`config.mk`:
```
export PLATFORM = sky130hd
export DESIGN_NAME = alu_arbiter
export DESIGN_NICKNAME = d
export VERILOG_FILES = /design/src/rtl/alu_arbiter.sv
export SDC_FILE = /design/constraint.sdc
export NUM_CORES = 1
export LEC_CHECK = 0
export ABC_AREA = 1
export CELL_PAD_IN_SITES_DETAIL_PLACEMENT = 1
export CELL_PAD_IN_SITES_GLOBAL_PLACEMENT = 1
export CORE_ASPECT_RATIO = 0.75
export CORE_UTILIZATION = 23
export CTS_CLUSTER_SIZE = 40
export DETAILED_ROUTE_END_ITERATION = 10
export DONT_BUFFER_PORTS = 1
export GPL_TIMING_DRIVEN = 0
export PLACE_DENSITY = 0.52
export RECOVER_POWER = 50
export SLEW_MARGIN = 15
export SYNTH_ARGS = -nofsm -noshare
export SYNTH_HDL_FRONTEND = slang
export SYNTH_SLANG_ARGS = --single-unit
```
`constraint.sdc`:
```
create_clock -name clk -period 1.9 [get_ports clk]
set_input_delay 0.38 -clock clk [delete_from_list [all_inputs] [get_ports clk]]
set_output_delay 0.38 -clock clk [all_outputs]
set_load 0.005 [all_outputs]
```
`src/rtl/alu_arbiter.sv`:
```
// Round-robin arbiter sharing one combinational ALU between two requesters.
// Optional ownership lock is compiled in with `define ALU_ARB_LOCK_EN.
`timescale 1ns/1ps
module alu_arbiter #(
  parameter int WIDTH   = 16,
  parameter int OPW     = 3,
  parameter bit RR_INIT = 1'b0
) (
  input  logic             clk,
  input  logic             rst_n,
  input  logic             req0_valid,
  output logic             req0_ready,
  input  logic [OPW-1:0]   req0_op,
  input  logic [WIDTH-1:0] req0_a,
  input  logic [WIDTH-1:0] req0_b,
  input  logic [WIDTH-1:0] req0_c,
  input  logic             req0_lock,
  input  logic             req1_valid,
  output logic             req1_ready,
  input  logic [OPW-1:0]   req1_op,
  input  logic [WIDTH-1:0] req1_a,
  input  logic [WIDTH-1:0] req1_b,
  input  logic [WIDTH-1:0] req1_c,
  input  logic             req1_lock,
  output logic             rsp0_valid,
  input  logic             rsp0_ready,
  output logic             rsp1_valid,
  input  logic             rsp1_ready,
  output logic [WIDTH-1:0] rsp_data,
  output logic [OPW-1:0]   alu_op,
  output logic [WIDTH-1:0] alu_ina,
  output logic [WIDTH-1:0] alu_inb,
  output logic [WIDTH-1:0] alu_inc,
  input  logic [WIDTH-1:0] alu_out,
  output logic             busy
);

  typedef enum logic [1:0] {IDLE, EXEC, RESP} state_t;

  state_t state;
  logic   owner;
  logic   last_grant;
  logic   grant_any;
  logic   grant_id;
  logic   accept;

`ifdef ALU_ARB_LOCK_EN
  logic   lock_held;
`else
  logic   unused_lock;
  assign unused_lock = req0_lock | req1_lock;
`endif

  // Grant: the sole valid requester, or on conflict the one that did not win last.
  always_comb begin
    // NOTE: every output of this block gets a value before any condition; a path
    // that leaves one unassigned would infer a latch.
    grant_any = req0_valid | req1_valid;
    grant_id  = (req0_valid & req1_valid) ? ~last_grant : req1_valid;
`ifdef ALU_ARB_LOCK_EN
    if (lock_held) begin
      grant_id  = owner;
      grant_any = owner ? req1_valid : req0_valid;
    end
`endif
  end

  assign accept     = (state == IDLE) && grant_any;
  assign req0_ready = accept & ~grant_id;
  assign req1_ready = accept &  grant_id;

  always_ff @(posedge clk or negedge rst_n) begin
    if (!rst_n) begin
      state      <= IDLE;
      owner      <= 1'b0;
      last_grant <= ~RR_INIT;
      alu_op     <= '0;
      alu_ina    <= '0;
      alu_inb    <= '0;
      alu_inc    <= '0;
      rsp_data   <= '0;
      rsp0_valid <= 1'b0;
      rsp1_valid <= 1'b0;
      busy       <= 1'b0;
    end else begin
      // NOTE: state is updated with <= so every register samples pre-edge values.
      unique case (state)
        IDLE: begin
          // alu_* only load on accept so the ALU inputs stay quiet while idle.
          if (accept) begin
            alu_op  <= grant_id ? req1_op : req0_op;
            alu_ina <= grant_id ? req1_a  : req0_a;
            alu_inb <= grant_id ? req1_b  : req0_b;
            alu_inc <= grant_id ? req1_c  : req0_c;
            owner   <= grant_id;
            busy    <= 1'b1;
            state   <= EXEC;
          end
        end
        EXEC: begin
          rsp_data   <= alu_out;
          rsp0_valid <= ~owner;
          rsp1_valid <=  owner;
          state      <= RESP;
        end
        RESP: begin
          if (owner ? rsp1_ready : rsp0_ready) begin
            last_grant <= owner;
            rsp0_valid <= 1'b0;
            rsp1_valid <= 1'b0;
            busy       <= 1'b0;
            state      <= IDLE;
          end
        end
        default: state <= IDLE;
      endcase
    end
  end

`ifdef ALU_ARB_LOCK_EN
  // Lock follows the lock bit of each accepted op; an owner that goes idle
  // for a whole IDLE cycle gives it up.
  always_ff @(posedge clk or negedge rst_n) begin
    if (!rst_n) begin
      lock_held <= 1'b0;
    end else if (state == IDLE) begin
      if (accept) lock_held <= grant_id ? req1_lock : req0_lock;
      else        lock_held <= 1'b0;
    end
  end
`endif

endmodule

```
==> qor.csv, run 1 <==
metric,value,unit
tightest_slew,404.9,ps
synthesis.area,3577,um2
layout-drive-gt1-share,0.09881,
synth_edf_count,0,
cap_violations,0,
ff_latch_area,1853,um2
yosys_warnings,0,
clk_path_buf_depth,2,
fin_crit_sh,0.9441,
fin_hold_ws,-261.7,ps
start_util,0.2350,
synth-compound-area-share,0.006646,
synth.area.top_cells,"dfrtp_1, nand2_1, nand3_1",
status,"finished, violations left",
fin_crit,1794,ps
synth_top_family_by_area,simple AND/OR/NAND/NOR gates,
ys_ff_latch,74,
final-hold-violation-count,74,
drt_iter0_drc,104,
num-fill-cells,1886,
synth-simple-area-share,0.4148,
track_usage,0.1441,
ir_drop,0.0003666,V
synth-adder-area-share,0,
slew_violations,0,
report.power.total,6.912,mW
avgSynthCellArea,7.315,um2
path_clk_slew,60,ps
synth-seq-area-share,0.5180,
pin_count,198,
syn2layout_area_growth,16.72,%
portBuffers,0,
r2r_cells,8,
route.detailed.drc,0,
vias_per_cell,4.421,
synth_top_cell_by_area,dfrtp_1,
criticalPathCategory,flip-flop to output port,
clock-sinks,74,
critPathArrivalTime,1410,ps
clk_latency,340,ps
place_hpwl,8191,um
antenna_left,0,
design_area,4175,um2
cp.required,1520,ps
synthMuxAreaShare,0,
antenna_found_initial,0,
rows,39,
path_max_fanout,10,
dpl_cell_area,3834,um2
final_util,0.2742,
p_leak,2.307,nW
syn_nets,615,
die-width,146.0,um
post_drt_wl_per_cell,15.78,um
root_buffer,clkbuf_16,
core_area,15220,um2
gp_congestion,0.7748,
grt_overflow_total,0,
violations,negative hold slack,
grt_max_degree,75,
synthDominantCellAreaShare,0.5107,
synth-main-ff-cell,dfrtp_1,
fmax,557.5,MHz
setup_ws,106.3,ps
min_path_type,input pin to async pin,
multi_input_area,1518,um2
grt_pass1_wl,17590,um
timing.setup.tns,0,ps
routed_wl,11220,um
dr.pass1.iters,4,
numCtsBuffers,9,
instances_no_fill,711,
synth_common_cells,"nand2_1, dfrtp_1, nand3_1",
setup_viol,0,
syn_inst,489,
die_area,16060,um2
startpoint_type,flip-flop,
h-tree-depth,3,
synth_xor_area_frac,0,
slew_headroom,0.7301,
die_height,110.0,um
fin_nets,627,
grt_pass1_vias,3179,
routed-via-count,3143,
synth_most_common_cell,nand2_1,
powerDensity,1655,nW/um2
crit_path_end_kind,output port,
synth_cell_types,17,
cts_tree,yes,
dp_cells,694,
async_flop_share,1.000,
rsz0062_at_grt,false,
skew,8.447,ps
dp_slack,156.3,ps
n_antenna_cell,0,
## cells by family after synthesis
family          Yosys count
simple gates            376
flops                    74
buf+inv                  35
compound gates            4
## cells in the final DEF (no fill, tap or decap), drive strengths merged
| master | Yosys | routed |
|---|---|---|
| nand2 | 319 | 319 |
| dfrtp | 73 | 73 |
| nand3 | 54 | 54 |
| buf | 29 | 29 |
| clkbuf | 1 | 15 |
| inv | 5 | 5 |
| nor2 | 3 | 3 |
| o21ai | 3 | 3 |
| clkinvlp | 0 | 2 |
| a21oi | 1 | 1 |
| bufinv | 0 | 1 |
| dfstp | 1 | 1 |
## where the power goes
part	total [mW]	switching, mW	leakage [nW]	internal (mW)
sequential	3.00	0.656	0.915	2.35
combinational	2.09	1.34	1.24	0.745
clock	1.82	0.661	0.154	1.16
## worst max-delay path, stage by stage, from the launching register on
cell     delay, ps
dfstp_2        550
nand2_4        120
buf_2          210
a21oi_1        200
## registers in the layout (all words and copies together) (netlist names)
name        flops
alu_ina        16
alu_inb        16
alu_inc        16
rsp_data       16
alu_op          3
state           2
busy            1
last_grant      1
owner           1
rsp0_valid      1
rsp1_valid      1
## area by class of cell
cell class,instances,area share
Clock inverter,3,0.01079
Sequential cell,74,0.4438
Buffer,30,0.04705
Inverter,5,0.004495
Multi-Input combinational cell,380,0.3635
Tap cell,205,0.06143
Timing Repair Buffer,1,0.001798
Clock buffer,13,0.06713
## worst paths after layout
check	from	end	slack (ps)
worst max-delay path	last_grant$_DFFE_PN1P_	req0_ready	110
worst min-delay path	rst_n	alu_op[1]$_DFFE_PN0P_	-260
worst max register to register	last_grant$_DFFE_PN1P_	alu_inc[15]$_DFFE_PN0P_	450
worst min register to register	rsp_data[10]$_DFFE_PN0P_	rsp_data[10]$_DFFE_PN0P_	510
max in group asynchronous	rst_n	last_grant$_DFFE_PN1P_	1950
min in group clk	alu_out[10]	rsp_data[10]$_DFFE_PN0P_	150
## per-layer routing
layer,GRT usage,part of all wire,up-vias
li1,-,-,1530
met1,0.1807,0.46,1494
met2,0.2310,0.45,108
met3,0.05185,0.077,11
met4,0.04911,0.013,0
met5,0,0,-
## timing repair
| action | 4_1_cts | 5_1_grt |
|---|---|---|
| setup buffers | 1 | 0 |
| resized for setup | 2 | 0 |
| setup endpoints to repair | 2 | 0 |
| endpoints found under the hold margin | 74 | 74 |
No activity file was read; power rests on OpenSTA's default activity.
==> run 2, diff against run 1 <==
ABC_CLOCK_PERIOD_IN_PS = 1900   (was default)
CELL_PAD_IN_SITES_DETAIL_PLACEMENT = 0   (was 1)
CTS_CLUSTER_DIAMETER = 100   (was default)
==> qor.csv, run 2 (synthesized netlist as in run 1, its figures left out) <==
metric,value,unit,change
antenna_left,0,,unchanged
path_max_fanout,10,,unchanged
rr_startpoint,last_grant$_DFFE_PN1P_,,unchanged
crit_path_end_kind,output port,,unchanged
track_usage,0.1358,,was 0.1441
root_buffer,clkbuf_16,,unchanged
fin_hold_ws,-263.0,ps,was -261.7 ps
fmax,560.9,MHz,was 557.5 MHz
final-hold-violation-count,74,,unchanged
h-tree-depth,3,,unchanged
post_drt_wl_per_cell,14.81,um,was 15.78 um
cap_violations,0,,unchanged
cp.required,1520,ps,about the same
clk_path_buf_depth,2,,unchanged
num-fill-cells,1710,,was 1886
layout-drive-gt1-share,0.09289,,was 0.09881
core_area,15220,um2,unchanged
fin_crit,1783,ps,was 1794 ps
r2r_setup_slack,470,ps,was 450 ps
pin_count,198,,unchanged
status,"finished, violations left",,unchanged
final_cell_mix,"nand2_1, dfrtp_1, nand3_1",,unchanged
drt_iter0_drc,158,,was 104
n_antenna_cell,0,,unchanged
dr.pass1.iters,4,,unchanged
criticalPathCategory,flip-flop to output port,,unchanged
numCtsBuffers,9,,unchanged
grt_max_degree,75,,unchanged
rsz0062_at_grt,false,,unchanged
tightest_slew,436.4,ps,was 404.9 ps
r2r_end,alu_ina[8]$_DFFE_PN0P_,,was alu_inc[15]$_DFFE_PN0P_
die-width,146.0,um,unchanged
grt_pass1_wl,16460,um,was 17590 um
start_util,0.2350,,unchanged
clock-sinks,74,,unchanged
ir_drop,0.0004237,V,was 0.0003666 V
fin_crit_sh,0.9383,,was 0.9441
slew_headroom,0.7090,,was 0.7301
routed_wl,10530,um,was 11220 um
design_area,4149,um2,was 4175 um2
path_clk_slew,60,ps,about the same
critPathArrivalTime,1400,ps,was 1410 ps
grt_overflow_total,0,,unchanged
timing.setup.tns,0,ps,unchanged
place_hpwl,7563,um,was 8191 um
slew_violations,0,,unchanged
die_area,16060,um2,unchanged
min_path_type,input pin to async pin,,unchanged
skew,4.901,ps,was 8.447 ps
cts_tree,yes,,unchanged
grt_pass1_vias,2965,,was 3179
final_common_cell,nand2_1,,unchanged
vias_per_cell,4.340,,was 4.421
routed-via-count,3086,,was 3143
clk_latency,340,ps,about the same
antenna_found_initial,0,,unchanged
r2r_cells,8,,unchanged
fin_nets,627,,unchanged
gp_congestion,0.7748,,unchanged
startpoint_type,flip-flop,,unchanged
setup_viol,0,,unchanged
die_height,110.0,um,unchanged
dpl_cell_area,3834,um2,unchanged
rows,39,,unchanged
route.detailed.drc,0,,unchanged
powerDensity,1633,nW/um2,was 1655 nW/um2
violations,negative hold slack,,unchanged
syn2layout_area_growth,15.98,%,was 16.72%
portBuffers,0,,unchanged
p_leak,2.299,nW,was 2.307 nW
run 2: changes by cell type in the layout (fill, tap and decap cells not counted):
cell | previous run | this run
clkbuf_1 | 2 | 5
clkbuf_8 | 4 | 2
clkinv_2 | 0 | 1
clkinvlp_4 | 2 | 0
run 2: how the worst max path moves through the flow:
stage / from / endpoint / slack, ps
CTS: last_grant$_DFFE_PN1P_ / req0_ready / 70
detailed placement: last_grant$_DFFE_PN1P_ / req1_ready / 170
global placement: last_grant$_DFFE_PN1P_ / req1_ready / 170
floorplan: last_grant$_DFFE_PN1P_ / req0_ready / 580
finish: last_grant$_DFFE_PN1P_ / req0_ready / 120
global route: last_grant$_DFFE_PN1P_ / req0_ready / 3
run 2: final cells by class:
cell class / count / area [um2] / share of cell area
timing repair buffer: 1 / 7.507 / 0.001809
sequential: 74 / 1853 / 0.4466
multi-input combinational: 380 / 1518 / 0.3658
clock inverter: 2 / 35.03 / 0.008444
tap: 205 / 256.5 / 0.06182
clock buffer: 14 / 264.0 / 0.06363
inverter: 5 / 18.77 / 0.004524
buffer: 30 / 196.4 / 0.04735
run 2: repair_timing:
| action | in CTS | in global routing |
|---|---|---|
| gates resized for setup | 2 | 0 |
| endpoints found under the hold margin | 74 | 74 |
| setup buffers | 1 | 0 |
| endpoints found under the setup margin | 2 | 0 |
run 2: report_power, final:
| part | internal, mW | leakage [nW] | total, mW | switching (mW) |
|---|---|---|---|---|
| logic | 0.744 | 1.24 | 2.05 | 1.31 |
| registers | 2.35 | 0.915 | 2.99 | 0.648 |
| clock network | 1.09 | 0.147 | 1.73 | 0.643 |
| total | 4.18 | 2.30 | 6.78 | 2.60 |
run 2: routing by layer:
layer,share of wire,global-route usage
met1,0.46,0.1755
met2,0.44,0.2068
met3,0.092,0.06255
met4,0.0078,0.03125
met5,0,0
run 2: stage by stage:
| stage | util | setup WS, ps | hold WS (ps) | cells | power, mW |
|---|---|---|---|---|---|
| CTS | 0.2726 | 68.70 | -285.3 | 711 | 6.933 |
| global route | 0.2725 | 2.812 | -293.2 | 711 | 7.441 |
| finish | 0.2725 | 117.1 | -263.0 | 711 | 6.777 |
| floorplan | - | 576.7 | 84.41 | 489 | 4.428 |
| global placement | 0.2518 | 170.6 | 86.00 | 694 | 5.093 |
| detailed placement | 0.2518 | 169.8 | 85.87 | 694 | 5.133 |
run 2: worst max-delay path, cell delays in order (launching register included):
cell     delay, ps
dfstp_2        550
nand2_4        120
buf_2          200
a21oi_1        200
==> run 3, diff against run 2 <==
CORE_UTILIZATION = 46   (was 23)
PLACE_DENSITY = 0.88   (was 0.52)
SKIP_LAST_GASP = 1   (was default)
==> qor.csv, run 3 (synthesized netlist as in run 1, its figures left out) <==
metric,value,unit,change
clock-sinks,74,,unchanged
pin_count,198,,unchanged
crit_path_end_kind,output port,,unchanged
skew,6.353,ps,was 4.901 ps
critPathArrivalTime,1430,ps,was 1400 ps
portBuffers,0,,unchanged
die_height,78.37,um,was 110.0 um
drt_iter0_drc,164,,was 158
grt_overflow_total,0,,unchanged
die-width,103.8,um,was 146.0 um
dr_wl_met2,4129,um,was 4607 um
tightest_slew,433.4,ps,was 436.4 ps
clk_latency,340,ps,about the same
final_cell_mix,"nand2_1, dfrtp_1, nand3_1",,unchanged
grt_max_degree,75,,unchanged
min_path_type,input pin to async pin,,unchanged
rsz0062_at_grt,false,,unchanged
dr.pass1.iters,4,,unchanged
m1WireLength,3873,um,was 4867 um
cpMaxStageDelayCell,dfstp_2,,unchanged
vias_per_cell,5.160,,was 4.340
startpoint_type,flip-flop,,unchanged
final-hold-violation-count,74,,unchanged
post_drt_wl_per_cell,14.80,um,was 14.81 um
dp_cells,590,,was 694
critPathMaxStageDelay,540,ps,was 550 ps
routed-via-count,3132,,was 3086
n_antenna_cell,0,,unchanged
cts_tree,yes,,unchanged
core_area,7432,um2,was 15220 um2
slew_violations,0,,unchanged
violations,negative hold slack,,unchanged
fin_crit,1813,ps,was 1783 ps
routed_wl,8986,um,was 10530 um
grt_pass1_wl,14520,um,was 16460 um
path_max_fanout,10,,unchanged
instances_no_fill,607,,was 711
num-fill-cells,735,,was 1710
timing.setup.tns,0,ps,unchanged
fin_nets,628,,was 627
antenna_left,0,,unchanged
die_area,8137,um2,was 16060 um2
report.power.total,6.159,mW,was 6.777 mW
fin_crit_sh,0.9543,,was 0.9383
highest_layer,met4,,unchanged
route.detailed.drc,0,,unchanged
syn2layout_area_growth,9.269,%,was 15.98%
crit_family,flip-flops,,unchanged
grt_pass1_vias,2888,,was 2965
setup_viol,0,,unchanged
clk_path_buf_depth,2,,unchanged
place_hpwl,6321,um,was 7563 um
fin_hold_ws,-275.9,ps,was -263.0 ps
powerDensity,1576,nW/um2,was 1633 nW/um2
fmax,551.5,MHz,was 560.9 MHz
ir_drop,0.0006833,V,was 0.0004237 V
rows,27,,was 39
criticalPathCategory,flip-flop to output port,,unchanged
gp_congestion,0.8380,,was 0.7748
h-tree-depth,3,,unchanged
path_cells,nand2_2 > buf_4 > a21oi_1,,was nand2_4 > buf_2 > a21oi_1
slew_headroom,0.7111,,was 0.7090
cp.required,1520,ps,about the same
antenna_found_initial,0,,unchanged
status,"finished, violations left",,unchanged
path_clk_slew,80,ps,was 60 ps
layout-drive-gt1-share,0.09684,,was 0.09289
track_usage,0.2297,,was 0.1358
root_buffer,clkbuf_8,,was clkbuf_16
numCtsBuffers,9,,unchanged
p_leak,2.244,nW,was 2.299 nW
start_util,0.4813,,was 0.2350
wl_met3,822,um,was 972 um
path_buf_inv,1,,unchanged
final_common_cell,nand2_1,,unchanged
cap_violations,0,,unchanged
## run 3: cell types whose count changed in the layout (fill, tap and decap cells not counted)
cell,previous run,this run
clkbuf_16,9,0
clkbuf_8,2,9
buf_4,6,8
clkbuf_1,5,3
buf_2,16,15
clkinv_2,1,2
clkinv_4,0,1
clkinvlp_4,0,1
nand2_2,0,1
nand2_4,2,1
## run 3: layer usage
layer	vias up	global-route usage
met5	-	0
met4	0	0.08571
met3	17	0.07475
met2	141	0.3660
met1	1437	0.2937
li1	1537	-
## run 3: worst paths after layout
kind                                            end  slack, ps  cells past startpoint                    from
max                                      req0_ready         90                      3  last_grant$_DFFE_PN1P_
min reg2reg                  last_grant$_DFFE_PN1P_        500                      2  last_grant$_DFFE_PN1P_
max in group asynchronous    last_grant$_DFFE_PN1P_       1980                      0                   rst_n
max reg2reg                  alu_ina[2]$_DFFE_PN0P_        460                      8  last_grant$_DFFE_PN1P_
min                         alu_ina[10]$_DFFE_PN0P_       -280                      0                   rst_n
min in group clk           rsp_data[15]$_DFFE_PN0P_        150                      2             alu_out[15]
## run 3: through the flow
stage          utilization  cell area [um2]  setup slack, ps  hold slack, ps
4_1_cts             0.5237             3892            12.84          -300.7
6_report            0.5259             3909            86.92          -275.9
2_1_floorplan            -             3577            576.7           84.41
3_5_place_dp        0.4983             3704            341.9           86.12
3_3_place_gp        0.4983             3704            348.7           85.86
5_1_grt             0.5259             3909            16.55          -309.3
## run 3: where the power goes
part	switching (mW)	leakage [nW]	internal [mW]
clock network	0.579	0.0921	0.598
registers	0.621	0.915	2.34
logic	1.27	1.24	0.750
## run 3: final cells by class
type                            count  area [um2]  share of cell area
Tap cell                          101       126.4             0.03233
Multi-Input combinational cell    380        1513              0.3870
Buffer                             30       198.9             0.05090
Timing Repair Buffer                2       15.01            0.003841
Sequential cell                    74        1853              0.4741
Inverter                            5       18.77            0.004802
Clock inverter                      5       56.30             0.01440
Clock buffer                       10       127.6             0.03265
## run 3: repair_timing
item | 4_1_cts | 5_1_grt
pin swaps | 0 | 1
gates resized for setup | 1 | 2
endpoints found under the hold margin | 74 | 74
buffers inserted | 0 | 2
setup endpoints to repair | 1 | 2
## run 3: worst reg2reg max path: stages (launching register included)
cell     delay, ps
dfstp_2        540
nand2_2        160
nand2_4        130
buf_4          150
buf_4          180
nand2_1         70
nand2_1         60
nand2_1         50
nand2_1         60
